$ cat config.mk
export PLATFORM = sky130hd
export DESIGN_NAME = tx_frame_buffer_flat
export DESIGN_NICKNAME = d
export VERILOG_FILES = /design/src/rtl/tx_frame_buffer_if.sv /design/src/rtl/tx_frame_buffer.sv /design/src/flat_wrapper.sv
export SDC_FILE = /design/constraint.sdc
export NUM_CORES = 2
export LEC_CHECK = 0
export BUFFER_PORTS_ARGS = -buffer_cell sky130_fd_sc_hd__buf_2
export CAP_MARGIN = 10
export CORE_ASPECT_RATIO = 0.6
export CORE_UTILIZATION = 58
export DETAILED_ROUTE_END_ITERATION = 8
export PLACE_DENSITY = 0.74
export SKIP_LAST_GASP = 1
export SYNTH_ARGS = -nofsm -noshare
export SYNTH_HDL_FRONTEND = slang
export SYNTH_SLANG_ARGS = --single-unit
$ cat constraint.sdc
create_clock -name clk -period 6.8 [get_ports clk]
set_clock_uncertainty 0.2 [all_clocks]
set_input_delay 0.34 -clock clk [delete_from_list [all_inputs] [get_ports clk]]
set_output_delay 0.34 -clock clk [all_outputs]
set_load 0.05 [all_outputs]
$ cat src/rtl/tx_frame_buffer_if.sv
// Host-write and framer-read signals of tx_frame_buffer.
// master: the host/framer side driving the block; slave: tx_frame_buffer itself.
// Optional TX_ABORT_EN adds abort/aborted.
interface tx_frame_buffer_if #(
  parameter int DEPTH = 256
);
  localparam int FR_W = $clog2(DEPTH) + 1;

  logic [7:0]      wr_data;
  logic            wr_strobe;
  logic            wr_last;
  logic            wr_full;
  logic            overflow;
  logic            overflow_clear;
  logic [FR_W-1:0] frames_ready;
  logic [7:0]      data;
  logic            data_available;
  logic            data_consumed;
  logic            eop;
  logic            flag_fill;
  logic            busy;
`ifdef TX_ABORT_EN
  logic            abort;
  logic            aborted;
`endif

  modport master (
`ifdef TX_ABORT_EN
    output abort,
    input  aborted,
`endif
    output wr_data, wr_strobe, wr_last, overflow_clear, data_consumed,
    input  wr_full, overflow, frames_ready, data, data_available, eop,
           flag_fill, busy
  );

  modport slave (
`ifdef TX_ABORT_EN
    input  abort,
    output aborted,
`endif
    input  wr_data, wr_strobe, wr_last, overflow_clear, data_consumed,
    output wr_full, overflow, frames_ready, data, data_available, eop,
           flag_fill, busy
  );
endinterface

$ cat src/rtl/tx_frame_buffer.sv
// tx_frame_buffer: byte FIFO with frame commit, feeding tx_framer.
// Only committed frames are released; each is sent as preamble (flag_fill),
// bytes on the data_available/data_consumed handshake, then an idle gap.
// Optional feature macro: TX_ABORT_EN (abort input, aborted pulse output).
module tx_frame_buffer #(
  parameter int DEPTH           = 256,
  parameter int PREAMBLE_CYCLES = 64,
  parameter int GAP_CYCLES      = 32
) (
  input  logic               clk,
  input  logic               reset,
  tx_frame_buffer_if.slave   bus
);
  localparam int ADDR_W = $clog2(DEPTH);
  localparam int FR_W   = ADDR_W + 1;
  localparam int CMAX   = (PREAMBLE_CYCLES > GAP_CYCLES) ? PREAMBLE_CYCLES : GAP_CYCLES;
  localparam int CNT_W  = $clog2(CMAX + 1);

  localparam logic [ADDR_W:0] PTR_ONE  = {{ADDR_W{1'b0}}, 1'b1};
  localparam logic [ADDR_W:0] FULL_CNT = {1'b1, {ADDR_W{1'b0}}};
  localparam logic [FR_W-1:0] FR_ONE   = {{(FR_W-1){1'b0}}, 1'b1};
  localparam logic [CNT_W-1:0] CNT_ONE = {{(CNT_W-1){1'b0}}, 1'b1};

  typedef enum logic [1:0] {IDLE, PRE, SEND, GAP} state_t;

  // Each entry is {eop, data}.
  logic [8:0] mem [DEPTH];

  state_t          state_q, state_d;
  logic [CNT_W-1:0] cnt_q, cnt_d;
  logic [ADDR_W:0] rd_ptr_q, rd_ptr_d;
  logic [ADDR_W:0] wr_ptr_q, wr_ptr_d;
  logic [ADDR_W:0] frame_start_q, frame_start_d;
  logic [FR_W-1:0] frames_ready_q, frames_ready_d;
  logic            bad_q, bad_d;
  logic            ovf_q, ovf_d;
  logic            full_q, full_d;
  logic [7:0]      data_q, data_d;
  logic            eop_q, eop_d;
  logic            avail_q, avail_d;
  logic            flag_q, flag_d;
  logic            busy_q, busy_d;
`ifdef TX_ABORT_EN
  logic            skip_q, skip_d;
  logic            aborted_q, aborted_d;
`endif

  logic            we, commit, done, full, can_start;
  logic [ADDR_W:0] nxt_ptr;
  logic [8:0]      rd_word, nxt_word;

  // Occupancy test on pre-update pointers; the read word is always the head.
  assign full     = (wr_ptr_q - rd_ptr_q) == FULL_CNT;
  assign nxt_ptr  = rd_ptr_q + PTR_ONE;
  assign rd_word  = mem[rd_ptr_q[ADDR_W-1:0]];
  assign nxt_word = mem[nxt_ptr[ADDR_W-1:0]];

`ifdef TX_ABORT_EN
  assign can_start = (frames_ready_q != '0) && !skip_q;
`else
  assign can_start = (frames_ready_q != '0);
`endif

  // Next-state logic for the write side, read sequencer and registered outputs.
  always_comb begin
    state_d        = state_q;
    cnt_d          = cnt_q;
    rd_ptr_d       = rd_ptr_q;
    wr_ptr_d       = wr_ptr_q;
    frame_start_d  = frame_start_q;
    frames_ready_d = frames_ready_q;
    bad_d          = bad_q;
    ovf_d          = ovf_q;
    data_d         = data_q;
    eop_d          = eop_q;
    avail_d        = avail_q;
    flag_d         = flag_q;
    we             = 1'b0;
    commit         = 1'b0;
    done           = 1'b0;
`ifdef TX_ABORT_EN
    skip_d         = skip_q;
    aborted_d      = 1'b0;
`endif

    // Clear first so a same-cycle overflow set wins.
    if (bus.overflow_clear) ovf_d = 1'b0;

    // Host write. A frame that lost a byte is rewound at its last byte.
    if (bus.wr_strobe) begin
      if (full || bad_q) begin
        if (full) ovf_d = 1'b1;
        if (bus.wr_last) begin
          wr_ptr_d = frame_start_q;
          bad_d    = 1'b0;
        end else if (full) begin
          bad_d = 1'b1;
        end else begin
          // Bad frame with room: keep filling, it is discarded at its end.
          we       = 1'b1;
          wr_ptr_d = wr_ptr_q + PTR_ONE;
        end
      end else begin
        we       = 1'b1;
        wr_ptr_d = wr_ptr_q + PTR_ONE;
        if (bus.wr_last) begin
          frame_start_d = wr_ptr_q + PTR_ONE;
          commit        = 1'b1;
        end
      end
    end

`ifdef TX_ABORT_EN
    // Drop the remainder of an aborted frame one entry per cycle.
    if (skip_q) begin
      rd_ptr_d = nxt_ptr;
      skip_d   = !rd_word[8];
    end
    // Abort while not transmitting discards the partial host frame.
    if (bus.abort && (state_q == IDLE || state_q == GAP)) begin
      we            = 1'b0;
      commit        = 1'b0;
      wr_ptr_d      = frame_start_q;
      frame_start_d = frame_start_q;
      bad_d         = 1'b0;
    end
`endif

    // Read-side sequencer.
    unique case (state_q)
      IDLE: begin
        if (can_start) begin
          state_d = PRE;
          cnt_d   = CNT_W'(PREAMBLE_CYCLES - 1);
          flag_d  = 1'b1;
        end
      end
      PRE: begin
        if (cnt_q == '0) begin
          state_d = SEND;
          flag_d  = 1'b0;
          avail_d = 1'b1;
          data_d  = rd_word[7:0];
          eop_d   = rd_word[8];
        end else begin
          cnt_d = cnt_q - CNT_ONE;
        end
      end
      SEND: begin
        if (bus.data_consumed) begin
          rd_ptr_d = nxt_ptr;
          if (eop_q) begin
            state_d = GAP;
            cnt_d   = CNT_W'(GAP_CYCLES - 1);
            avail_d = 1'b0;
            data_d  = 8'h00;
            eop_d   = 1'b0;
            done    = 1'b1;
          end else begin
            data_d = nxt_word[7:0];
            eop_d  = nxt_word[8];
          end
        end
      end
      GAP: begin
        if (cnt_q == '0) state_d = IDLE;
        else             cnt_d   = cnt_q - CNT_ONE;
      end
      default: state_d = IDLE;
    endcase

`ifdef TX_ABORT_EN
    // Abort during preamble or send skips to just past the frame's eop entry.
    if (bus.abort && (state_q == PRE || state_q == SEND)) begin
      state_d   = GAP;
      cnt_d     = CNT_W'(GAP_CYCLES - 1);
      flag_d    = 1'b0;
      avail_d   = 1'b0;
      data_d    = 8'h00;
      eop_d     = 1'b0;
      done      = 1'b1;
      aborted_d = 1'b1;
      rd_ptr_d  = nxt_ptr;
      skip_d    = !rd_word[8];
    end
`endif

    // A commit and a frame retirement in the same cycle cancel out.
    unique case ({commit, done})
      2'b10:   frames_ready_d = frames_ready_q + FR_ONE;
      2'b01:   frames_ready_d = frames_ready_q - FR_ONE;
      default: frames_ready_d = frames_ready_q;
    endcase

    busy_d = (state_d != IDLE);
    full_d = (wr_ptr_d - rd_ptr_d) == FULL_CNT;
  end

  // State and output registers; reset empties the FIFO and drops partial frames.
  always_ff @(posedge clk or posedge reset) begin
    if (reset) begin
      state_q        <= IDLE;
      cnt_q          <= '0;
      rd_ptr_q       <= '0;
      wr_ptr_q       <= '0;
      frame_start_q  <= '0;
      frames_ready_q <= '0;
      bad_q          <= 1'b0;
      ovf_q          <= 1'b0;
      full_q         <= 1'b0;
      data_q         <= 8'h00;
      eop_q          <= 1'b0;
      avail_q        <= 1'b0;
      flag_q         <= 1'b0;
      busy_q         <= 1'b0;
`ifdef TX_ABORT_EN
      skip_q         <= 1'b0;
      aborted_q      <= 1'b0;
`endif
    end else begin
      state_q        <= state_d;
      cnt_q          <= cnt_d;
      rd_ptr_q       <= rd_ptr_d;
      wr_ptr_q       <= wr_ptr_d;
      frame_start_q  <= frame_start_d;
      frames_ready_q <= frames_ready_d;
      bad_q          <= bad_d;
      ovf_q          <= ovf_d;
      full_q         <= full_d;
      data_q         <= data_d;
      eop_q          <= eop_d;
      avail_q        <= avail_d;
      flag_q         <= flag_d;
      busy_q         <= busy_d;
`ifdef TX_ABORT_EN
      skip_q         <= skip_d;
      aborted_q      <= aborted_d;
`endif
    end
  end

  // FIFO storage; contents need no reset since pointers define validity.
  always_ff @(posedge clk) begin
    if (we) mem[wr_ptr_q[ADDR_W-1:0]] <= {bus.wr_last, bus.wr_data};
  end

  assign bus.wr_full        = full_q;
  assign bus.overflow       = ovf_q;
  assign bus.frames_ready   = frames_ready_q;
  assign bus.data           = data_q;
  assign bus.data_available = avail_q;
  assign bus.eop            = eop_q;
  assign bus.flag_fill      = flag_q;
  assign bus.busy           = busy_q;
`ifdef TX_ABORT_EN
  assign bus.aborted        = aborted_q;
`endif
endmodule

$ cat src/flat_wrapper.sv
// flat-port wrapper written by rule: the top's interface ports become plain ports
module tx_frame_buffer_flat 
#(
  parameter int DEPTH           = 256,
  parameter int PREAMBLE_CYCLES = 64,
  parameter int GAP_CYCLES      = 32
)
  (clk, reset, bus_wr_data, bus_wr_strobe, bus_wr_last, bus_overflow_clear, bus_data_consumed, bus_wr_full, bus_overflow, bus_frames_ready, bus_data, bus_data_available, bus_eop, bus_flag_fill, bus_busy);
  tx_frame_buffer_if #(.DEPTH(DEPTH)) bus_i ();
  input  logic clk;
  input  logic reset;
  input wire logic [$bits(bus_i.wr_data)-1:0] bus_wr_data;
  input wire logic [$bits(bus_i.wr_strobe)-1:0] bus_wr_strobe;
  input wire logic [$bits(bus_i.wr_last)-1:0] bus_wr_last;
  input wire logic [$bits(bus_i.overflow_clear)-1:0] bus_overflow_clear;
  input wire logic [$bits(bus_i.data_consumed)-1:0] bus_data_consumed;
  output wire logic [$bits(bus_i.wr_full)-1:0] bus_wr_full;
  output wire logic [$bits(bus_i.overflow)-1:0] bus_overflow;
  output wire logic [$bits(bus_i.frames_ready)-1:0] bus_frames_ready;
  output wire logic [$bits(bus_i.data)-1:0] bus_data;
  output wire logic [$bits(bus_i.data_available)-1:0] bus_data_available;
  output wire logic [$bits(bus_i.eop)-1:0] bus_eop;
  output wire logic [$bits(bus_i.flag_fill)-1:0] bus_flag_fill;
  output wire logic [$bits(bus_i.busy)-1:0] bus_busy;
  assign bus_i.wr_data = bus_wr_data;
  assign bus_i.wr_strobe = bus_wr_strobe;
  assign bus_i.wr_last = bus_wr_last;
  assign bus_i.overflow_clear = bus_overflow_clear;
  assign bus_i.data_consumed = bus_data_consumed;
  assign bus_wr_full = bus_i.wr_full;
  assign bus_overflow = bus_i.overflow;
  assign bus_frames_ready = bus_i.frames_ready;
  assign bus_data = bus_i.data;
  assign bus_data_available = bus_i.data_available;
  assign bus_eop = bus_i.eop;
  assign bus_flag_fill = bus_i.flag_fill;
  assign bus_busy = bus_i.busy;
  tx_frame_buffer #(.DEPTH(DEPTH), .PREAMBLE_CYCLES(PREAMBLE_CYCLES), .GAP_CYCLES(GAP_CYCLES)) u_core (.clk(clk), .reset(reset), .bus(bus_i));
endmodule
Yosys cells after proc, flatten, opt, wreduce, memory -nomap -nowiden
Memories as Yosys holds them, arrays and structs flattened.
Index checks and enable logic that the tools add are counted.
Cells by class
  reduce and logical (&&, ||, !) cells: 16
  equal/unequal tests: 12
  bitwise operators: 1
  add/subtract/negate cells: 7
  mux-type cells: 51
Operators with widths (count)
  2-to-1 mux 9 bit: 6
  2-to-1 mux 7 bit: 4
  adder 9 x 1 -> 9 bit (second input constant): 3
  2-to-1 mux 1 bit: 26
  2-to-1 mux 8 bit: 3
  one-hot mux 7 bit (3 select lines): 1
  equality test 9 bit (second input constant): 2
  one-hot mux 9 bit (2 select lines): 1
  subtractor 9 bit: 2
  one-hot mux 8 bit (2 select lines): 1
  AND reduction 3 bit: 4
  2-to-1 mux 2 bit: 5
  nonzero test 2 bit: 5
  nonzero test 9 bit: 1
  subtractor 9 x 1 -> 9 bit (second input constant): 1
  one-hot mux 2 bit (4 select lines): 1
  AND reduction 4 bit: 2
  zero test 7 bit: 1
  subtractor 7 x 1 -> 7 bit (second input constant): 1
  equality test 2 bit (second input constant): 3
  inequality test 2 x 1 -> 1 bit (second input constant): 3
  one-hot mux 1 bit (2 select lines): 3
  equality test 2 x 1 -> 1 bit (second input constant): 2
  inequality test 2 bit (second input constant): 2
  other kinds (4): 4
Storage, ports and cells
  input port bits: 14
  output and inout bits: 23
  RAM bits: 2304
  word-level logic and storage cells: 102
  memories: 1
  register bits after elaboration: 60
Memories
  u_core.mem: depth 256, width 9, rd ports 2, clocked after Yosys merged registers in 0, wr ports 1, line tx_frame_buffer.sv:27  | logic [8:0] mem [DEPTH];

Depth between registers and ports, before layout
  word-level depth: 8
  depth in mapped cells: 28
  mapped depth without buffers: 21

Least setup slack after synthesis
No wires, ideal clock.
  path type: reg-to-reg
  start: reg u_core.rd_ptr_q[2]
  end: reg u_core.full_q, in the netlist u_core.bus.wr_full
  arrival time: 6.172 ns
  slack: 0.333 ns
  path buffers: 8
  stages on the path, launching flop included: 28
  setup time: 0.096 ns
  cells stage by stage: dfrtp_1 > buf_2 > buf_2 > inv_1 > clkbuf_1 > buf_2 > buf_1 > clkbuf_1 > ha_1 > o21a_1 > o31a_1 > or4_4 > a2111oi_4 > buf_6 > a211oi_1 > clkbuf_1 > a22oi_1 > o21ai_0 > ha_1 > nor2b_1 > o21ai_0 > nand2b_1 > a21o_1 > a21o_1 > nand2_1 > a211o_1 > xnor3_1 > nor4_2
On the way
  cells in the longest elaborated chain, start to end: 8
  elaborated cells between the ends (all ways): 12
  classes of those cells: add/sub (3); eq/ne (2); mux (6); reduce/logical (1)
RTL lines
  start, declared: line tx_frame_buffer.sv:31  | logic [ADDR_W:0] rd_ptr_q, rd_ptr_d;
  start signal, assigned: line tx_frame_buffer.sv:223  | rd_ptr_q <= rd_ptr_d;
  subtractor 9 bit *: line tx_frame_buffer.sv:53  | assign full = (wr_ptr_q - rd_ptr_q) == FULL_CNT;
  equality test 9 bit *: line tx_frame_buffer.sv:53
  2-to-1 mux 9 bit: line tx_frame_buffer.sv:96  | end else if (full) begin
  2-to-1 mux 9 bit: line tx_frame_buffer.sv:93  | if (bus.wr_last) begin
  2-to-1 mux 9 bit *: line tx_frame_buffer.sv:91  | if (full || bad_q) begin
  2-to-1 mux 9 bit *: line tx_frame_buffer.sv:90  | if (bus.wr_strobe) begin
  net u_core.wr_ptr_d[1]: line tx_frame_buffer.sv:32  | logic [ADDR_W:0] wr_ptr_q, wr_ptr_d;
  subtractor 9 bit *: line tx_frame_buffer.sv:196  | full_d = (wr_ptr_d - rd_ptr_d) == FULL_CNT;
  equality test 9 bit *: line tx_frame_buffer.sv:196
  net u_core.full_d: line tx_frame_buffer.sv:37  | logic full_q, full_d;
  end signal, assigned: line tx_frame_buffer.sv:229  | full_q <= full_d;
  end, declared: line tx_frame_buffer.sv:37
The timed path passes the listed nets; every way through them passes the cells marked *.
A chain may end at the register's enable or synchronous reset.

Worst setup path after layout
  start: reg u_core.rd_ptr_q[0]
  end: reg u_core.data_q[7], in the netlist u_core.bus.data[7]
On the way
  cells in the longest elaborated chain, start to end: 5
  elaborated cells between the ends (all ways): 6
  classes of those cells: add/sub (1); mux (4); memory (1)
RTL lines
  adder 9 x 1 -> 9 bit: line tx_frame_buffer.sv:54  | assign nxt_ptr = rd_ptr_q + PTR_ONE;
  memory read (256 x 9 bit) *
  2-to-1 mux 8 bit: line tx_frame_buffer.sv:152  | if (eop_q) begin
  2-to-1 mux 8 bit: line tx_frame_buffer.sv:150  | if (bus.data_consumed) begin
  one-hot mux 8 bit (2 select lines) *: line tx_frame_buffer.sv:130  | unique case (state_q)
  end signal, assigned: line tx_frame_buffer.sv:230  | data_q <= data_d;
  end, declared: line tx_frame_buffer.sv:38  | logic [7:0] data_q, data_d;
Mark *: on every way between the ends. The rest lies on a longest branch, timed or not. The select of a mux whose other input is x is not followed.

==> impl_metrics.yaml <==
setup_path:
  crit_path_max_fanout: 123
  critPathRequiredTime_ps: 7340
  critical_path.slowest_cell: "sky130_fd_sc_hd__o31ai_1"
  worst-setup-path-type: "flip-flop to flip-flop"
  crit_top_cell: "sky130_fd_sc_hd__buf_12"
  crit_path_start_kind: "flip-flop"
  worstPathArrival_ps: 6580
  timing.critical_path.to_type: "flip-flop"
  delay_of_the_slowest_cell_on_the_worst_path_ps: 1180
  cp_cell_sequence: "buf_12, buf_12, mux4_2, mux2i_1, o22ai_1, o31ai_1, o221ai_1, o311ai_0, nand4_1"
yosys:
  postSynth.asyncResetShare: 0.0254
  syn-instance-count: 6139
  synthesis.area_per_instance_um2: 18.2
  synth.net_count: 6185
  synth-edff-count: 2304
  synth.yosys.seq_area_share: 0.634
  synthDistinctLibCells: 81
  post_synth_instance_area_um2: 112000
  synth_flop_cell: "sky130_fd_sc_hd__edfxtp_1"
  synth_warnings: 0
  synth.ff_latch_count: 2364
layout:
  sequential_cell_area_um2: 70700
  post_layout_nonfiller_instances: 8880
  drive_gt1_frac: 0.278
  post-route-util: 0.641
  multi_input_comb_area_um2: 38700
  num-fill-cells: 12600
  flow.area_growth_from_synthesis_pct: 9.69
  layout_commonest_cell: "sky130_fd_sc_hd__edfxtp_1"
  finish.net_count: 6220
  postLayoutCellArea_um2: 122000
  most-common-layout-cells: "sky130_fd_sc_hd__edfxtp_1, sky130_fd_sc_hd__mux4_2, sky130_fd_sc_hd__nor2_1, sky130_fd_sc_hd__mux2i_1, sky130_fd_sc_hd__nand2_1"
place:
  buffer_ports.inserted: 36
  numPlacedInstances: 8458
  dpl_worst_slack_ps: 1020
  hpwl_mm: 242
  postPlaceCellArea_um2: 115000
  gp_congestion: 1.00
floorplan:
  design.die.area_um2: 194000
  die_w_um: 568
  std_cell_rows: 124
  core-area_um2: 191000
  die_h_um: 342
  num_io_pins: 37
  start_util: 0.585
sta:
  setup_total_negative_slack_ps: 0
  setup_ws_ps: 766
  slew_worst_pin_ps: 1490
  slew-limit-headroom: -0.00459
  period_share: 0.887
  maxSlewViolCount: 1
  fin_crit_period_ps: 6030
  grt_setup_unrepaired: "false"
  setup-violations-final: 0
  clock.fmax_mhz: 166
  hold_viol_final: 0
run_status:
  violations_in_the_final_reports: "max-capacitance violations, max-slew violations"
  status: "finished, violations left"
global_route:
  globalRoute.totalOverflow: 0
  grt_util_all_layers: 0.389
  antenna_found_initial: 32
  first_global_vias: 66400
  grt_first_pass_wirelength_mm: 521
  grt_max_degree: 193
route:
  via_count: 70600
  route.antenna.remaining_nets: 0
  totalWireLength_mm: 378
  drc: 0
  detailedRoute.firstPassIterationCount: 8
  post_drt_via_cell_ratio: 7.95
  drtIter0Drc: 14300
  routedWlPerCell_um: 42.6
cts:
  post-cts-setup-buffer-count: 0
  postCtsResizedCells: 0
  cts.hold.buffers_added: 15
  cts_htree_levels: 4
  cts_sinks: 2364
  cts_tree: "done"
  cell_chosen_for_the_clock_root: "sky130_fd_sc_hd__clkbuf_16"
  clock_insertion_delay_worst_skew_ps: 890
  clkSlewWorstSetupHoldPaths_ps: 80
  number_of_buffers_between_clock_root_and_the_deepest_sink: 4
  numCtsBuffers: 214
power_and_ir_drop:
  powerDensity_nw_per_um2: 281
  vdd.ir_drop.worst_mv: 0.258
  total_leakage_power_nw: 37.4
hold_path:
  holdCritPathClass: "primary input to flip-flop"
run:
  maxCapViolCount: 1
## flip-flops by register name, indices dropped and copies added, names as in the netlist
signal                     count
u_core.wr_ptr_q                9
u_core.cnt_q                   7
u_core.bus.busy                1
u_core.bus.wr_full             1
u_core.bus.frames_ready        9
u_core.rd_ptr_q                9
u_core.bus.eop                 1
u_core.bus.overflow            1
u_core.bus.flag_fill           1
u_core.bus.data                8
u_core.bus.data_available      1
u_core.bad_q                   1
u_core.state_q                 2
u_core.mem                  2304
u_core.frame_start_q           9
## cell type report
type | instances | share of cell area
sequential | 2364 | 0.578
multi-input combinational | 3257 | 0.316
clock buffer | 261 | 0.0461
tap | 2520 | 0.0258
timing repair buffer | 301 | 0.0222
clock inverter | 118 | 0.00972
inverter | 36 | 0.00119
antenna | 23 | 0.000471
## final timing paths
check                                        start                 endpoint  slack, ps  cells past startpoint
hold / removal                      bus_wr_data[0]       u_core.mem[205][0]         50                      1
setup reg to reg                u_core.rd_ptr_q[0]       u_core.bus.data[7]        770                      9
setup / recovery                u_core.rd_ptr_q[0]       u_core.bus.data[7]        770                      9
hold reg to reg            u_core.frame_start_q[0]  u_core.frame_start_q[0]        300                      2
max in group asynchronous                    reset       u_core.rd_ptr_q[3]       4960                      5
min in group asynchronous                    reset      u_core.bus.overflow        320                      4
## power by group
part           switching [mW]  internal, mW  total (mW)
logic                    3.64          2.07        5.71
clock network            5.54          6.75        12.3
registers               0.190          16.2        16.4
total                    9.37          25.0        34.4
## Yosys cell counts (35+ instances only)
| master | n | area share |
|---|---|---|
| sky130_fd_sc_hd__a211oi_1 | 40 | 0.0027 |
| sky130_fd_sc_hd__o21ai_0 | 87 | 0.0039 |
| sky130_fd_sc_hd__buf_4 | 46 | 0.0031 |
| sky130_fd_sc_hd__clkbuf_1 | 196 | 0.0066 |
| sky130_fd_sc_hd__a22oi_1 | 112 | 0.0075 |
| sky130_fd_sc_hd__a221oi_1 | 42 | 0.0033 |
| sky130_fd_sc_hd__edfxtp_1 | 2304 | 0.62 |
| sky130_fd_sc_hd__nand2_1 | 329 | 0.011 |
| sky130_fd_sc_hd__o22ai_1 | 67 | 0.0038 |
| sky130_fd_sc_hd__nand3_1 | 78 | 0.0035 |
| sky130_fd_sc_hd__nor2_1 | 359 | 0.012 |
| sky130_fd_sc_hd__o221ai_1 | 72 | 0.0057 |
| sky130_fd_sc_hd__mux4_2 | 1082 | 0.22 |
| sky130_fd_sc_hd__mux2i_1 | 351 | 0.032 |
| sky130_fd_sc_hd__a21oi_1 | 153 | 0.0069 |
| sky130_fd_sc_hd__dfrtp_1 | 60 | 0.013 |
| sky130_fd_sc_hd__buf_2 | 207 | 0.0093 |
| sky130_fd_sc_hd__nor3_1 | 65 | 0.0029 |
| sky130_fd_sc_hd__inv_1 | 35 | 0.0012 |
## metrics by stage
step                      total power [mW]  hold slack (ps)
after floorplan                       19.9              236
after global placement                22.0              126
after detailed placement              22.1              135
after CTS                             34.0             60.2
after global routing                  34.9             79.1
final                                 34.4             49.8
## logic make-up (layout without fill, tap and decap cells)
family / count (synthesis) / in the layout / share of synthesized area
compound gates: 749 / 749 / 0.0469
xor+xnor: 44 / 44 / 0.00371
fa+ha+maj: 32 / 32 / 0.00366
buf+inv: 518 / 716 / 0.0214
flops: 2364 / 2364 / 0.634
mux: 1454 / 1454 / 0.252
other cells: 0 / 23 / 0
simple gates: 978 / 978 / 0.0381
## critical path, delay by kind of cell (launching register included)
family / cells / cell delay, ps
mux: 2 / 1000
simple gates: 1 / 160
flops: 1 / 690
compound gates: 4 / 2400
buf+inv: 2 / 1210
## layer usage
metal,share of wire,track usage
met5,0.0013,0.00581
met4,0.046,0.151
met3,0.20,0.226
met2,0.40,0.502
met1,0.35,0.540
Note: power is estimated with default switching activity, not from simulation.
